### config.mk
export PLATFORM = sky130hd
export DESIGN_NAME = rf_wb_arbiter
export DESIGN_NICKNAME = d
export VERILOG_FILES = /design/src/rtl/rf_wb_arbiter.sv
export SDC_FILE = /design/constraint.sdc
export NUM_CORES = 1
export LEC_CHECK = 0
export CELL_PAD_IN_SITES_DETAIL_PLACEMENT = 0
export CELL_PAD_IN_SITES_GLOBAL_PLACEMENT = 2
export CORE_ASPECT_RATIO = 0.9
export CORE_MARGIN = 8
export CORE_UTILIZATION = 20
export CTS_CLUSTER_DIAMETER = 80
export DETAILED_ROUTE_END_ITERATION = 7
export GPL_ROUTABILITY_DRIVEN = 1
export MAX_ROUTING_LAYER = met4
export PLACE_DENSITY = 0.81
export SLEW_MARGIN = 30
export SYNTH_ARGS = -nofsm -noshare
export SYNTH_HDL_FRONTEND = slang
export SYNTH_SLANG_ARGS = --single-unit
### constraint.sdc
create_clock -name clk -period 1.7 [get_ports clk]
set_input_delay 0.425 -clock clk [delete_from_list [all_inputs] [get_ports clk]]
set_output_delay 0.425 -clock clk [all_outputs]
set_load 0.05 [all_outputs]
### src/rtl/rf_wb_arbiter.sv
// Register-file write-port arbiter: requester 0 has fixed priority, requester 1 ages in after MAX_WAIT denials.
// Define RF_ARB_SCOREBOARD_EN to add the long-latency pending scoreboard (stall / sb_err).
module rf_wb_arbiter #(
  parameter int MAX_WAIT = 4,
  parameter int CNT_W    = 4
) (
  input  logic        clk,
  input  logic        rst,
  input  logic        wb0_valid,
  output logic        wb0_ready,
  input  logic [4:0]  wb0_rd,
  input  logic [31:0] wb0_data,
  input  logic        wb1_valid,
  output logic        wb1_ready,
  input  logic [4:0]  wb1_rd,
  input  logic [31:0] wb1_data,
  output logic        rf_regwrite,
  output logic [4:0]  rf_rd,
  output logic [31:0] rf_writedata,
  input  logic        iss_valid,
  input  logic [4:0]  iss_rs,
  input  logic [4:0]  iss_rt,
  input  logic [4:0]  iss_rd,
  input  logic        iss_we,
  input  logic        iss_long,
  output logic        stall,
  output logic        sb_err
);

  localparam logic [CNT_W-1:0] MAX_CNT = CNT_W'(MAX_WAIT);

  logic             grant0;
  logic             grant1;
  logic             xfer;
  logic [4:0]       win_rd;
  logic [31:0]      win_data;
  logic [CNT_W-1:0] cnt_reg;
  logic [CNT_W-1:0] cnt_next;
  logic             rf_regwrite_reg;
  logic [4:0]       rf_rd_reg;
  logic [31:0]      rf_writedata_reg;

  // Grants are suppressed during reset so nothing is accepted that would be discarded.
  always_comb begin
    grant1   = !rst && wb1_valid && ((cnt_reg == MAX_CNT) || !wb0_valid);
    grant0   = !rst && wb0_valid && !grant1;
    xfer     = grant0 || grant1;
    win_rd   = grant1 ? wb1_rd   : wb0_rd;
    win_data = grant1 ? wb1_data : wb0_data;
  end

  assign wb0_ready = grant0;
  assign wb1_ready = grant1;

  always_comb begin
    cnt_next = cnt_reg;
    if (!wb1_valid || grant1)
      cnt_next = '0;
    else if (cnt_reg != MAX_CNT)
      cnt_next = cnt_reg + CNT_W'(1);
  end

  always_ff @(posedge clk) begin
    if (rst) begin
      rf_regwrite_reg  <= 1'b0;
      rf_rd_reg        <= 5'd0;
      rf_writedata_reg <= 32'd0;
      cnt_reg          <= '0;
    end else begin
      rf_regwrite_reg <= xfer && (win_rd != 5'd0);
      if (xfer) begin
        rf_rd_reg        <= win_rd;
        rf_writedata_reg <= win_data;
      end
      cnt_reg <= cnt_next;
    end
  end

  assign rf_regwrite  = rf_regwrite_reg;
  assign rf_rd        = rf_rd_reg;
  assign rf_writedata = rf_writedata_reg;

`ifdef RF_ARB_SCOREBOARD_EN
  logic [31:0] pending_reg;
  logic [31:0] set_vec;
  logic [31:0] clr_vec;
  logic        sb_err_reg;
  logic        issue_ok;

  // stall looks only at registered pending, so a same-cycle clear releases it one cycle late.
  assign stall    = !rst && iss_valid &&
                    (pending_reg[iss_rs] || pending_reg[iss_rt] || (iss_we && pending_reg[iss_rd]));
  assign issue_ok = iss_valid && !stall && iss_we && iss_long && (iss_rd != 5'd0);

  for (genvar gi = 0; gi < 32; gi++) begin : g_pending
    assign set_vec[gi] = issue_ok && (iss_rd == 5'(gi));
    assign clr_vec[gi] = grant1 && (wb1_rd == 5'(gi));
  end

  always_ff @(posedge clk) begin
    if (rst) begin
      pending_reg <= 32'd0;
      sb_err_reg  <= 1'b0;
    end else begin
      pending_reg <= ((pending_reg & ~clr_vec) | set_vec) & ~32'd1;
      if (grant1 && !pending_reg[wb1_rd])
        sb_err_reg <= 1'b1;
    end
  end

  assign sb_err = sb_err_reg;
`else
  logic unused_iss;
  assign unused_iss = ^{iss_valid, iss_rs, iss_rt, iss_rd, iss_we, iss_long};
  assign stall      = 1'b0;
  assign sb_err     = 1'b0;
`endif

endmodule
==> results.json, run 1 <==
{
  "fmax_mhz": 525,
  "period_minus_slack_ns": 1.90,
  "hold_start": "cnt_reg[0]",
  "reg2reg_from": "cnt_reg[0]",
  "regToRegSetupSlack_ns": 0.06,
  "yosys.area.top_type": "dfxtp_1",
  "hold_viol_final": 0,
  "io_buffers": 117,
  "yosys.cell_types.count": 31,
  "worstHoldEndpoint": "cnt_reg[0]",
  "skew_ns": 0.00571,
  "design_area_sq_um": 3850,
  "placed_cells": 503,
  "finalNonFillerCells": 514,
  "antennaDiodeCount": 0,
  "syn_inst": 236,
  "syn_avg_cell_area_sq_um": 9.50,
  "grt_pass1_wl_mm": 12.5,
  "yosys_most_used_dff": "dfxtp_1",
  "wire_per_inst_um": 15.8,
  "r2r_end": "rf_writedata[11]",
  "cp-start-kind": "register",
  "worstPathMaxFanout": 3,
  "dieArea_sq_um": 14900,
  "yosysMostFrequentCell": "dfxtp_1",
  "nets": 459,
  "drt_first_pass_iters": 5,
  "ys_seq_area_frac": 0.375,
  "rsz0062_at_grt": "yes",
  "hold_class": "register to register",
  "busiest_layer": "met2",
  "failed_checks": "setup timing",
  "grtUsageMet1": 0.126,
  "vias": 2321,
  "drt_iter0_drc": 72,
  "synthToLayoutAreaGrowth_pct": 71.9,
  "critical_path_arrival_ns": 1.48,
  "drt-total-wl_mm": 8.14,
  "rows": 36,
  "reg2reg_depth": 8,
  "grt_use_met2": 0.176,
  "grt_pass1_vias": 2495,
  "synth_enable_flop_cells": 0,
  "synth_common_cells": "dfxtp_1 (42), mux2i_1 (36), a21o_1 (30), nand2_1 (30), o32ai_1 (30)",
  "antenna_found_initial": 0,
  "h-tree-depth": 2,
  "slew_violations": 0,
  "final.period_utilization": 1.12,
  "yosys_warnings": 0,
  "yosys.area.top_type_share": 0.375,
  "maxCapViolCount": 0,
  "hold_depth": 2,
  "p_leak_nw": 1.81,
  "whs_ns": 0.519,
  "clk-insertion-delay-late_ns": 0.28,
  "cts_inserted_buffers": 5,
  "status": "finished with violations",
  "die_y_um": 116,
  "cts_buffer_depth": 2,
  "cts_tree": "yes",
  "largest_register_ff_count": 32,
  "clk_pin_slew_ns": 0.06,
  "worst_slack_ns": -0.203,
  "io_pins": 138,
  "cp-end-kind": "output pin",
  "setup_viol": 2,
  "dp.final_hpwl_mm": 5.83,
  "ys_ff_latch": 42,
  "required_ns": 1.27,
  "clockRootBuffer": "clkbuf_16",
  "globalplace.congestion": 0.698,
  "overflow": 0,
  "met3_usage": 0.0397,
  "coreArea_sq_um": 10900,
  "async_reset_ff_frac": 0,
  "grt_use_total": 0.108,
  "ir_worst_vdd_uv": 405,
  "dpl-instance-area_sq_um": 3600,
  "viasPerCell": 4.52,
  "ant_nets": 0,
  "grt_start_max_net_pins": 36,
  "power_mw": 3.21,
  "fp.dieW_um": 128,
  "drc": 0,
  "synth.area.top_cells": "dfxtp_1 (38%), mux2i_1 (16%), o32ai_1 (12%), a21o_1 (10%), nand2_1 (5.0%)",
  "numClockSinks": 42,
  "power.density_nw_per_um2": 832,
  "syn_area_sq_um": 2240,
  "initial_core_util": 0.206,
  "crit_type": "register to output pin",
  "drive_above_1_share": 0.229
}
==> cell families (layout without fill, tap and decap cells) <==
family,Yosys count,in the layout,share of synthesized area
AOI/OAI and AO/OA,71,71,0.262
xor gates and xnor gates,2,2,0.00781
adders and majority gates,2,2,0.0112
buffers and inverters,30,155,0.0742
DFF,42,42,0.375
muxes,36,36,0.161
other,1,2,0.00167
and+or+nand+nor,52,52,0.107
==> through the flow <==
| stage | setup WS, ns | TNS [ns] | utilization |
|---|---|---|---|
| 2_1_floorplan | 0.0369 | 0 | - |
| 3_3_place_gp | -0.315 | -7.44 | 0.330 |
| 3_5_place_dp | -0.339 | -8.55 | 0.330 |
| 4_1_cts | -0.217 | -0.344 | 0.351 |
| 5_1_grt | -0.261 | -0.436 | 0.354 |
| 6_report | -0.203 | -0.313 | 0.354 |
==> cells in the final DEF (no fill, tap or decap), types with 6 or more instances in the layout <==
cell	count
clkdlybuf4s50_1	74
buf_4	56
dfxtp_1	40
mux2i_1	36
nand2_1	30
o32ai_1	30
a21o_1	30
nor2_1	7
a221o_1	7
buf_12	7
clkbuf_16	6
==> worst max-delay path: stages (launching register included) <==
cell     delay, ns
dfxtp_2       0.33
inv_2         0.04
ha_4          0.15
and4b_4       0.21
o21ba_4       0.20
buf_6         0.12
buf_12        0.14
==> worst max-delay path by stage <==
stage / start / to / slack, ns / cells past startpoint
floorplan: cnt_reg[0] / wb0_ready / 0.04 / 4
global placement: wb1_valid / wb1_ready / -0.31 / 5
detailed placement: wb1_valid / wb1_ready / -0.34 / 5
CTS: cnt_reg[0] / wb1_ready / -0.22 / 6
global route: cnt_reg[0] / wb1_ready / -0.26 / 6
finish: cnt_reg[0] / wb1_ready / -0.20 / 6
==> layer usage <==
| metal | up-vias | share of wire | wire, um |
|---|---|---|---|
| li1 | 1132 | - | - |
| met1 | 1091 | 0.47 | 3810 |
| met2 | 93 | 0.45 | 3650 |
| met3 | 5 | 0.078 | 634 |
| met5 | - | 0 | 0 |
| met4 | 0 | 0.0058 | 47 |
==> timing repair <==
item,in CTS,in global routing
hold buffers,0,0
setup buffers,2,0
pin swaps,2,1
gates resized for setup,14,2
cloned,0,1
setup endpoints to repair,2,12
==> where the power goes <==
group	switching, mW	internal (mW)	leakage, nW	total [mW]
Sequential	0.0464	1.07	0.350	1.12
Combinational	0.551	0.453	1.38	1.00
Clock	0.393	0.695	0.0781	1.09
==> layout make-up <==
| type | count | area (sq um) |
|---|---|---|
| Fill cell | 1147 | 7050 |
| Timing Repair Buffer | 143 | 1370 |
| Clock inverter | 1 | 30.0 |
| Tap cell | 152 | 190 |
| Multi-Input combinational cell | 165 | 1270 |
| Sequential cell | 42 | 843 |
| Clock buffer | 7 | 133 |
| Inverter | 4 | 15.0 |
Note: power is estimated with default switching activity, not from simulation.
==> run 2, diff against run 1 <==
- PLACE_DENSITY: 0.81 -> not set
- PLACE_DENSITY_LB_ADDON: not set -> 0.1
==> results.json, run 2 (synthesis gave the netlist of run 1 again) <==
{
  "status": "finished with violations",
  "failed_checks": "setup timing",
  "hold_class": "register to register",
  "dieArea_sq_um": 14900,
  "coreArea_sq_um": 10900,
  "power.density_nw_per_um2": 842,
  "critical_path_arrival_ns": 1.40,
  "holdBufCountCts": 0,
  "vias": 2278,
  "regToRegSetupSlack_ns": 0.02,
  "fillers": 1123,
  "fp.dieW_um": 128,
  "crit_chain": "inv_2, ha_4, and4b_4, o21ba_4, buf_12",
  "drc": 0,
  "design_area_sq_um": 3870,
  "synthToLayoutAreaGrowth_pct": 72.5,
  "wire_per_inst_um": 16.6,
  "largest_register_ff_count": 32,
  "cts_buffer_depth": 2,
  "maxCapViolCount": 0,
  "rsz0062_at_grt": "yes",
  "hold_viol_final": 0,
  "antennaDiodeCount": 0,
  "dpl-instance-area_sq_um": 3650,
  "crit_type": "register to output pin",
  "h-tree-depth": 2,
  "grt_use_total": 0.117,
  "cpPeakStageDelay_ns": 0.33,
  "numClockSinks": 42,
  "worst_slack_ns": -0.127,
  "fmax_mhz": 547,
  "antenna_found_initial": 0,
  "drive_above_1_share": 0.239,
  "io_pins": 138,
  "dp.final_hpwl_mm": 6.26,
  "final.period_utilization": 1.07,
  "grt_pass1_wl_mm": 13.3,
  "initial_core_util": 0.206,
  "drt-total-wl_mm": 8.58,
  "grt_start_max_net_pins": 61,
  "clockRootBuffer": "clkbuf_16",
  "pre_cts_ws_ns": -0.312,
  "final_common_cell": "clkdlybuf4s50_1",
  "final_util": 0.355,
  "cp-end-kind": "output pin",
  "cpMaxStageDelayCell": "dfxtp_2",
  "die_y_um": 116,
  "slew_violations": 0,
  "overflow": 0,
  "drt_first_pass_iters": 4,
  "required_ns": 1.27,
  "nets": 462,
  "clk-insertion-delay-late_ns": 0.28,
  "final_cell_mix": "clkdlybuf4s50_1 (74), buf_4 (61), dfxtp_1 (40)",
  "drt_iter0_drc": 66,
  "ant_nets": 0,
  "cts_tree": "yes",
  "io_buffers": 117,
  "skew_ns": 0.00534,
  "setup_viol": 2,
  "globalplace.congestion": 0.739,
  "rows": 36,
  "viasPerCell": 4.41,
  "p_leak_nw": 1.83,
  "cts_inserted_buffers": 5,
  "clk_pin_slew_ns": 0.06,
  "worstPathMaxFanout": 2,
  "cp-start-kind": "register",
  "period_minus_slack_ns": 1.83,
  "grt_pass1_vias": 2414,
  "ir_worst_vdd_uv": 373
}
-- run 2: layout make-up --
| type | count | area (sq um) | share of cell area |
|---|---|---|---|
| Timing Repair Buffer | 146 | 1380 | 0.356 |
| Multi-Input combinational cell | 165 | 1270 | 0.329 |
| Sequential cell | 42 | 843 | 0.218 |
| Tap cell | 152 | 190 | 0.0492 |
| Clock buffer | 6 | 139 | 0.0359 |
| Clock inverter | 1 | 30.0 | 0.00776 |
| Inverter | 4 | 15.0 | 0.00388 |
-- run 2: worst paths after layout --
| check | startpoint | cells past startpoint | end |
|---|---|---|---|
| max reg2reg | cnt_reg[1] | 7 | rf_rd[4] |
| max | cnt_reg[1] | 5 | wb1_ready |
| min | cnt_reg[0] | 2 | cnt_reg[0] |
| min reg2reg | cnt_reg[0] | 2 | cnt_reg[0] |
-- run 2: per-layer routing --
layer	vias up	GRT usage	wire length, um
met2	75	0.175	3730
li1	1141	-	-
met4	0	0.0261	55
met5	-	-	0
met1	1057	0.146	4060
met3	5	0.0484	733
-- run 2: report_power, final --
part,total (mW),leakage [nW],internal (mW),switching (mW)
Combinational,1.01,1.39,0.453,0.555
Sequential,1.11,0.350,1.07,0.0431
Clock,1.14,0.0829,0.726,0.411
Total,3.26,1.83,2.25,1.01
-- run 2: what timing repair did --
item / 4_1_cts / 5_1_grt
gates cloned: 0 / 0
buffers inserted: 2 / 0
setup endpoints to repair: 2 / 7
resized for setup: 12 / 1
pin swaps: 2 / 3
-- run 2: worst max-delay path: cells and delay by family (launching register included) --
kind | cells | cell delay (ns)
adders and majority gates | 1 | 0.15
DFF | 1 | 0.33
and+or+nand+nor | 1 | 0.20
AOI/OAI and AO/OA | 1 | 0.24
buffers and inverters | 2 | 0.19
-- run 2: metrics by stage --
step	std cells	hold WS (ns)	power (mW)	setup TNS, ns
2_1_floorplan	237	0.450	1.70	0
3_3_place_gp	507	0.526	2.14	-8.49
3_5_place_dp	507	0.519	2.15	-8.90
4_1_cts	516	0.522	3.33	-0.221
5_1_grt	516	0.539	3.43	-0.338
6_report	516	0.516	3.26	-0.239
